===== src/rtl/intra_pkg.sv =====
// -----------------------------------------------------------------------------
// intra_pkg
// Shared definitions for the 4x4 luma intra mode-decision slice.
//   PIX_W        : pixel bit width
//   NUM_MODES    : number of legal intra 4x4 modes (codes 0..NUM_MODES-1)
//   intra_mode_e : intra 4x4 mode codes, NONE marks "no mode chosen"
//   state_e      : mode-decision FSM states
//   pix_lsb()    : LSB position of pixel idx (idx = 4*row+col) in a packed block
// -----------------------------------------------------------------------------
package intra_pkg;

    localparam int PIX_W     = 8;
    localparam int NUM_MODES = 9;

    typedef enum logic [3:0] {
        VERT = 4'd0,
        HORZ = 4'd1,
        DC   = 4'd2,
        DDL  = 4'd3,
        DDR  = 4'd4,
        VR   = 4'd5,
        HD   = 4'd6,
        VL   = 4'd7,
        HU   = 4'd8,
        NONE = 4'hF
    } intra_mode_e;

    typedef enum logic [1:0] {
        ST_IDLE    = 2'd0,
        ST_COLLECT = 2'd1,
        ST_DRAIN   = 2'd2,
        ST_DONE    = 2'd3
    } state_e;

    function automatic int pix_lsb(input int idx, input int pix_w);
        return pix_w * idx;
    endfunction

endpackage


===== src/rtl/sad4x4.sv =====
// -----------------------------------------------------------------------------
// sad4x4
// Two-stage SAD pipeline for one 4x4 candidate per cycle.
//   S1: 16 absolute differences |orig-pred| plus mode/pred/legal sideband.
//   S2: adder-tree sum of the 16 differences plus the same sideband.
// Ports:
//   clk, reset        : clock, synchronous active-low reset (clears valid bits)
//   i_valid           : candidate enters S1 this cycle
//   i_legal, i_mode   : legality flag and mode code of the candidate
//   i_orig, i_pred    : original and predicted blocks (packed pixels)
//   o_s1_valid        : S1 holds a candidate
//   o_valid           : S2 holds a candidate (o_sad/o_mode/o_pred/o_legal valid)
// -----------------------------------------------------------------------------
module sad4x4 #(
    parameter int PIX_W = intra_pkg::PIX_W,
    parameter int SAD_W = PIX_W + 4
) (
    input  logic                 clk,
    input  logic                 reset,
    input  logic                 i_valid,
    input  logic                 i_legal,
    input  logic [3:0]           i_mode,
    input  logic [16*PIX_W-1:0]  i_orig,
    input  logic [16*PIX_W-1:0]  i_pred,
    output logic                 o_s1_valid,
    output logic                 o_valid,
    output logic                 o_legal,
    output logic [3:0]           o_mode,
    output logic [SAD_W-1:0]     o_sad,
    output logic [16*PIX_W-1:0]  o_pred
);
    import intra_pkg::*;

    logic [PIX_W-1:0]    w_absdiff [16];
    logic [SAD_W-1:0]    w_sum;

    logic [PIX_W-1:0]    r_s1_absdiff [16];
    logic                r_s1_valid;
    logic                r_s1_legal;
    logic [3:0]          r_s1_mode;
    logic [16*PIX_W-1:0] r_s1_pred;

    logic                r_s2_valid;
    logic                r_s2_legal;
    logic [3:0]          r_s2_mode;
    logic [SAD_W-1:0]    r_s2_sad;
    logic [16*PIX_W-1:0] r_s2_pred;

    // Per-pixel absolute difference; subtract the smaller from the larger to stay unsigned.
    always_comb begin
        for (int i = 0; i < 16; i++) begin
            if (i_orig[pix_lsb(i, PIX_W) +: PIX_W] >= i_pred[pix_lsb(i, PIX_W) +: PIX_W]) begin
                w_absdiff[i] = i_orig[pix_lsb(i, PIX_W) +: PIX_W] - i_pred[pix_lsb(i, PIX_W) +: PIX_W];
            end else begin
                w_absdiff[i] = i_pred[pix_lsb(i, PIX_W) +: PIX_W] - i_orig[pix_lsb(i, PIX_W) +: PIX_W];
            end
        end
    end

    // Sum of the 16 registered differences; SAD_W holds 16*max pixel without overflow.
    always_comb begin
        w_sum = {SAD_W{1'b0}};
        for (int i = 0; i < 16; i++) begin
            w_sum = w_sum + SAD_W'(r_s1_absdiff[i]);
        end
    end

    // Stage 1 and stage 2 registers; data only loads with a valid candidate.
    always_ff @(posedge clk) begin
        if (!reset) begin
            for (int i = 0; i < 16; i++) begin
                r_s1_absdiff[i] <= {PIX_W{1'b0}};
            end
            r_s1_valid <= 1'b0;
            r_s1_legal <= 1'b0;
            r_s1_mode  <= 4'd0;
            r_s1_pred  <= {(16*PIX_W){1'b0}};
            r_s2_valid <= 1'b0;
            r_s2_legal <= 1'b0;
            r_s2_mode  <= 4'd0;
            r_s2_sad   <= {SAD_W{1'b0}};
            r_s2_pred  <= {(16*PIX_W){1'b0}};
        end else begin
            r_s1_valid <= i_valid;
            if (i_valid) begin
                for (int i = 0; i < 16; i++) begin
                    r_s1_absdiff[i] <= w_absdiff[i];
                end
                r_s1_legal <= i_legal;
                r_s1_mode  <= i_mode;
                r_s1_pred  <= i_pred;
            end
            r_s2_valid <= r_s1_valid;
            if (r_s1_valid) begin
                r_s2_legal <= r_s1_legal;
                r_s2_mode  <= r_s1_mode;
                r_s2_sad   <= w_sum;
                r_s2_pred  <= r_s1_pred;
            end
        end
    end

    assign o_s1_valid = r_s1_valid;
    assign o_valid    = r_s2_valid;
    assign o_legal    = r_s2_legal;
    assign o_mode     = r_s2_mode;
    assign o_sad      = r_s2_sad;
    assign o_pred     = r_s2_pred;

endmodule


===== src/rtl/intra4x4_mode_decision.sv =====
// -----------------------------------------------------------------------------
// intra4x4_mode_decision
// Scores intra 4x4 candidate predictions by SAD against the original block and
// keeps the cheapest legal one (earliest wins on ties).
// Ports:
//   clk, reset          : clock, synchronous active-low reset
//   start, orig_blk     : begin a block (IDLE only), latch the original pixels
//   cand_valid/_ready   : candidate handshake, one candidate per cycle
//   cand_mode/_pred/_last : candidate mode, predicted pixels, final-candidate flag
//   busy                : FSM not idle
//   done                : one-cycle pulse, best_* final
//   best_valid/_mode/_sad/_pred : winning candidate (hold until next start)
//   bad_mode            : an out-of-range mode code was seen in this block
// -----------------------------------------------------------------------------
module intra4x4_mode_decision #(
    parameter int PIX_W     = intra_pkg::PIX_W,
    parameter int NUM_MODES = intra_pkg::NUM_MODES,
    parameter int SAD_W     = PIX_W + 4
) (
    input  logic                 clk,
    input  logic                 reset,
    input  logic                 start,
    input  logic [16*PIX_W-1:0]  orig_blk,
    input  logic                 cand_valid,
    output logic                 cand_ready,
    input  logic [3:0]           cand_mode,
    input  logic [16*PIX_W-1:0]  cand_pred,
    input  logic                 cand_last,
    output logic                 busy,
    output logic                 done,
    output logic                 best_valid,
    output logic [3:0]           best_mode,
    output logic [SAD_W-1:0]     best_sad,
    output logic [16*PIX_W-1:0]  best_pred,
    output logic                 bad_mode
);
    import intra_pkg::*;

    state_e              r_state;
    logic                r_cand_ready;
    logic                r_busy;
    logic                r_done;
    logic [16*PIX_W-1:0] r_orig;
    logic                r_best_valid;
    logic [3:0]          r_best_mode;
    logic [SAD_W-1:0]    r_best_sad;
    logic [16*PIX_W-1:0] r_best_pred;
    logic                r_bad_mode;

    logic                w_accept;
    logic                w_legal;
    logic                w_start_ok;
    logic                w_s1_valid;
    logic                w_s2_valid;
    logic                w_s2_legal;
    logic [3:0]          w_s2_mode;
    logic [SAD_W-1:0]    w_s2_sad;
    logic [16*PIX_W-1:0] w_s2_pred;

    // r_cand_ready is high exactly in COLLECT, so it doubles as the accept gate.
    assign w_accept   = cand_valid & r_cand_ready;
    assign w_legal    = (cand_mode < 4'(NUM_MODES));
    assign w_start_ok = (r_state == ST_IDLE) & start;

    sad4x4 #(
        .PIX_W (PIX_W),
        .SAD_W (SAD_W)
    ) u_sad4x4 (
        .clk        (clk),
        .reset      (reset),
        .i_valid    (w_accept),
        .i_legal    (w_legal),
        .i_mode     (cand_mode),
        .i_orig     (r_orig),
        .i_pred     (cand_pred),
        .o_s1_valid (w_s1_valid),
        .o_valid    (w_s2_valid),
        .o_legal    (w_s2_legal),
        .o_mode     (w_s2_mode),
        .o_sad      (w_s2_sad),
        .o_pred     (w_s2_pred)
    );

    // Block-level FSM with registered handshake/status outputs.
    always_ff @(posedge clk) begin
        if (!reset) begin
            r_state      <= ST_IDLE;
            r_cand_ready <= 1'b0;
            r_busy       <= 1'b0;
            r_done       <= 1'b0;
            r_orig       <= {(16*PIX_W){1'b0}};
        end else begin
            r_done <= 1'b0;
            case (r_state)
                ST_IDLE: begin
                    if (start) begin
                        r_state      <= ST_COLLECT;
                        r_cand_ready <= 1'b1;
                        r_busy       <= 1'b1;
                        r_orig       <= orig_blk;
                    end
                end
                ST_COLLECT: begin
                    if (w_accept && cand_last) begin
                        r_state      <= ST_DRAIN;
                        r_cand_ready <= 1'b0;
                    end
                end
                ST_DRAIN: begin
                    // No new input in DRAIN: once S1 is empty, S2 is consumed by
                    // the compare on this same edge, so best_* is final next cycle.
                    if (!w_s1_valid) begin
                        r_state <= ST_DONE;
                        r_done  <= 1'b1;
                    end
                end
                ST_DONE: begin
                    r_state <= ST_IDLE;
                    r_busy  <= 1'b0;
                end
                default: begin
                    r_state      <= ST_IDLE;
                    r_cand_ready <= 1'b0;
                    r_busy       <= 1'b0;
                end
            endcase
        end
    end

    // Running best: cleared on an accepted start, updated from the S2 output.
    always_ff @(posedge clk) begin
        if (!reset || w_start_ok) begin
            r_best_valid <= 1'b0;
            r_best_mode  <= NONE;
            r_best_sad   <= {SAD_W{1'b1}};
            r_best_pred  <= {(16*PIX_W){1'b0}};
            r_bad_mode   <= 1'b0;
        end else if (w_s2_valid) begin
            if (!w_s2_legal) begin
                r_bad_mode <= 1'b1;
            end else if (!r_best_valid || (w_s2_sad < r_best_sad)) begin
                // Strict less-than: a later equal SAD never displaces the incumbent.
                r_best_valid <= 1'b1;
                r_best_mode  <= w_s2_mode;
                r_best_sad   <= w_s2_sad;
                r_best_pred  <= w_s2_pred;
            end
        end
    end

    assign cand_ready = r_cand_ready;
    assign busy       = r_busy;
    assign done       = r_done;
    assign best_valid = r_best_valid;
    assign best_mode  = r_best_mode;
    assign best_sad   = r_best_sad;
    assign best_pred  = r_best_pred;
    assign bad_mode   = r_bad_mode;

endmodule


===== config.mk =====
export PLATFORM = sky130hd
export DESIGN_NAME = intra4x4_mode_decision
export DESIGN_NICKNAME = d
export VERILOG_FILES = /design/src/rtl/intra_pkg.sv /design/src/rtl/sad4x4.sv /design/src/rtl/intra4x4_mode_decision.sv
export SDC_FILE = /design/constraint.sdc
export NUM_CORES = 2
export LEC_CHECK = 0
export CAP_MARGIN = 30
export CORE_MARGIN = 2
export CORE_UTILIZATION = 50
export CTS_CLUSTER_SIZE = 12
export DETAILED_ROUTE_END_ITERATION = 8
export DONT_BUFFER_PORTS = 1
export PLACE_DENSITY = 0.68
export SLEW_MARGIN = 20
export SYNTH_ARGS = -nofsm -noshare
export SYNTH_HDL_FRONTEND = slang
export SYNTH_HIERARCHICAL = 1
export SYNTH_SLANG_ARGS = --single-unit
export TNS_END_PERCENT = 50

===== constraint.sdc =====
create_clock -name clk -period 4.8 [get_ports clk]
set_input_delay 0.24 -clock clk [delete_from_list [all_inputs] [get_ports clk]]
set_output_delay 0.24 -clock clk [all_outputs]
set_load 0.1 [all_outputs]

==> summary.txt <==
Critical path
  • CP Data Required Time: 5.32 ns
  • Reg2Reg Capture Point: u_sad4x4/o_sad[10]$_SDFFE_PN0P_
  • Setup CP Type: register to register
  • Worst R2R Path Depth: 16
  • Reg-to-reg setup timing slack: -0.41 ns
  • CP Max Fanout: 2
  • Critical path arrival: 5.73 ns
  • Critical Path End Type: register
  • RR Startpoint: u_sad4x4/r_s1_absdiff[1][18]$_SDFFCE_PN0P_
  • Worst setup SP type: register

STA
  • RSZ-0062 raised after global routing: true
  • Final setup fails: 8
  • Worst slew pin tran: 1.08 ns
  • Final worst setup slack: -0.406 ns
  • Hold Slack: 0.0339 ns
  • Max-slew violations: 0
  • Final hold violations: 0
  • Setup TNS: -2.06 ns
  • Fmax: 192 MHz
  • Period minus WS final: 5.21 ns
  • Clock skew: 0.0165 ns
  • Max-Slew Margin vs Limit: 28.2%
  • Final period utilization: 108%

Logic synthesis
  • Most frequent cells after synthesis: 605 x nand2_1, 559 x dfxtp_1, 534 x inv_1
  • Avg Cell Area, Syn: 9.40 µm²
  • Post-synthesis sequential area ratio: 37.7%
  • Largest cells by area after synthesis: dfxtp_1 28%, mux2i_1 11%, edfxtp_1 9.6%, ha_1 8.7%, fa_1 7.0%
  • Synth cell types: 72
  • Post-synth top area share: 28.0%
  • Seq cells post-synth: 687
  • Syn nets: 4926
  • EDFF count, synth: 128
  • Most frequent cell after synthesis: nand2_1
  • Synthesized cell area: 39900 µm²
  • Ys Warns: 6
  • Post-synth ARST share: 0%
  • Main flop type after synthesis: dfxtp_1
  • Mapped Cells: 4245
  • Area leader, netlist: dfxtp_1

Layout
  • Area taken by multi-input logic gates: 22100 µm²
  • Layout area overhead: 19.5%
  • Post-Layout Cell Count: 5701
  • Register area: 15000 µm²
  • Final nets: 5272
  • Share of layout cells above drive strength 1: 6.03%
  • FILL cells: 6594

Routing
  • DRC Markers: 0
  • WL/cell: 18.5 µm
  • DR vias/cell: 5.33
  • DR iter-0 viols: 1494
  • Post-route ant nets: 0
  • Via count: 30405
  • Final wirelength: 105 mm
  • DR pass1 iterations: 5

Floorplan
  • Die H: 286 µm
  • Die width: 286 µm
  • Initial core utilization: 50.5%
  • Core area: 79000 µm²
  • Die area: 82100 µm²
  • Cell row count: 103
  • Io pins: 414

Placed design
  • Port Buffer Count: 0
  • Post-detail-place hpwl: 70.7 mm
  • Placer Congestion: 0.901
  • Placed Cells: 5150
  • Worst slack, placed: -0.664 ns

Min path
  • Hold EP: u_sad4x4/r_s1_absdiff[1][32]$_SDFFCE_PN0P_
  • Hold Crit Class: primary input to register
  • HP Start: cand_pred[96]
  • Hold path cells: 2

CTS
  • Number of buffers created by CTS: 77
  • Clock buffer depth: 3
  • Clk_lat worst skew: 0.61 ns
  • CTS clk-pin slew, worst paths: 0.06 ns
  • H-tree depth: 3
  • CTS Root Cell: clkbuf_16
  • CTS tree: built
  • Sink Count: 687

Status
  • Failing checks: negative setup slack
  • Outcome: finished, violations left

Global route
  • Antenna violations before repair: 7
  • Total Routing Usage GR: 25.3%
  • Number of global-route vias before repair: 31174
  • GRT overflow: 0
  • First-pass GRT wire length: 167 mm
  • Largest net degree at the start of global routing: 285

Job
  • Max cap viols: 0
## layout by cell type (no fill, tap or decap), types with 12 or more instances in the layout
master / count
inv_2: 12
clkinv_2: 12
dlygate4sd3_1: 405
clkbuf_16: 85
a221oi_1: 67
nand4_1: 23
buf_4: 42
a2bb2oi_1: 12
a21oi_1: 181
mux2i_1: 435
edfxtp_1: 128
clkbuf_8: 13
ha_1: 272
a31oi_1: 30
and3_1: 32
dfxtp_1: 558
a21boi_1: 128
nor2b_1: 296
a31o_2: 12
nor2_1: 106
o221a_2: 14
a21o_1: 101
nand2_1: 604
o21ai_0: 74
o22a_1: 32
o21a_1: 23
clkbuf_1: 13
nand3_1: 32
fa_1: 134
and2_1: 22
xnor2_1: 12
inv_1: 522
a211oi_1: 34
## metrics by stage
| step | cell area, µm² | utilization, % |
|---|---|---|
| floorplan | 39900 | - |
| global placement | 40800 | 51.6 |
| detailed placement | 40800 | 51.6 |
| CTS | 47500 | 60.1 |
| global route | 47700 | 60.4 |
| finish | 47700 | 60.4 |
## cells by family (layout without fill, tap and decap cells)
logic type | count (synthesis) | count (layout) | synth area share [%]
simple gates | 1165 | 1165 | 13.9
compound gates | 784 | 784 | 13.7
buf+inv | 727 | 1128 | 7.33
flops | 687 | 687 | 37.7
mux | 444 | 444 | 11.2
fa+ha+maj | 416 | 416 | 15.7
xor+xnor | 22 | 22 | 0.483
other cells | 0 | 5 | 0
## layout make-up
cell class / count / share of cell area, %
inverters: 534 / 4.20
multi-input cells: 2831 / 46.4
clock buffers: 115 / 4.99
well taps: 1050 / 2.76
diodes: 5 / 0.0262
repair buffers: 460 / 9.70
clock inverters: 19 / 0.331
flip-flops and latches: 687 / 31.5
## worst max-delay path by stage
stage	cells after the start	start	slack (ns)	to
detailed placement	17	u_sad4x4/r_s1_absdiff[1][51]$_SDFFCE_PN0P_	-0.66	u_sad4x4/o_sad[11]$_SDFFE_PN0P_
global placement	17	u_sad4x4/r_s1_absdiff[1][51]$_SDFFCE_PN0P_	-0.59	u_sad4x4/o_sad[11]$_SDFFE_PN0P_
floorplan	17	u_sad4x4/r_s1_absdiff[1][51]$_SDFFCE_PN0P_	-0.41	u_sad4x4/o_sad[11]$_SDFFE_PN0P_
global route	16	u_sad4x4/r_s1_absdiff[1][18]$_SDFFCE_PN0P_	-0.59	u_sad4x4/o_sad[10]$_SDFFE_PN0P_
finish	16	u_sad4x4/r_s1_absdiff[1][18]$_SDFFCE_PN0P_	-0.41	u_sad4x4/o_sad[10]$_SDFFE_PN0P_
CTS	18	u_sad4x4/r_s1_absdiff[0][50]$_SDFFCE_PN0P_	-0.43	u_sad4x4/o_sad[10]$_SDFFE_PN0P_
## repair_timing
| item | 4_1_cts | 5_1_grt |
|---|---|---|
| resized for setup | 18 | 30 |
| endpoints found under the setup margin | 8 | 8 |
| endpoints found under the hold margin | 429 | 0 |
| buffers inserted | 5 | 1 |
| hold buffers | 406 | 0 |
| pin swaps | 24 | 28 |
## worst max-delay path: stages (launching register included)
cell and delay, ns:
edfxtp_1 0.41, fa_1 0.57, inv_2 0.04, fa_1 0.52, fa_1 0.54, fa_1 0.58, fa_1 0.44, fa_1 0.53
inv_2 0.05, ha_4 0.16, fa_2 0.36, a21o_1 0.18, a21oi_2 0.18, nand2b_4 0.17, a21oi_4 0.06, buf_6 0.12
a311oi_2 0.21
## metal layers
layer  track usage, %  up-vias  wire length, µm
met5                0        -               27
met4             8.84        4             3330
met3             5.11      197             5730
met2             43.2      718            51000
met1             31.6    14585            45200
li1                 -    14901                -
## registers in the layout, indices dropped and copies added, names as in the netlist, 2 cells and up
register,cells
r_state,2
u_sad4x4/r_s1_mode,4
u_sad4x4/o_mode,4
u_sad4x4/r_s1_pred,128
u_sad4x4/o_sad,12
best_mode,4
best_pred,128
r_orig,128
best_sad,12
u_sad4x4/r_s1_absdiff,128
u_sad4x4/o_pred,128
Power is left out: the tool's default activity adds up to more than one toggle a clock period on the data nets, which glitch-free logic cannot reach.
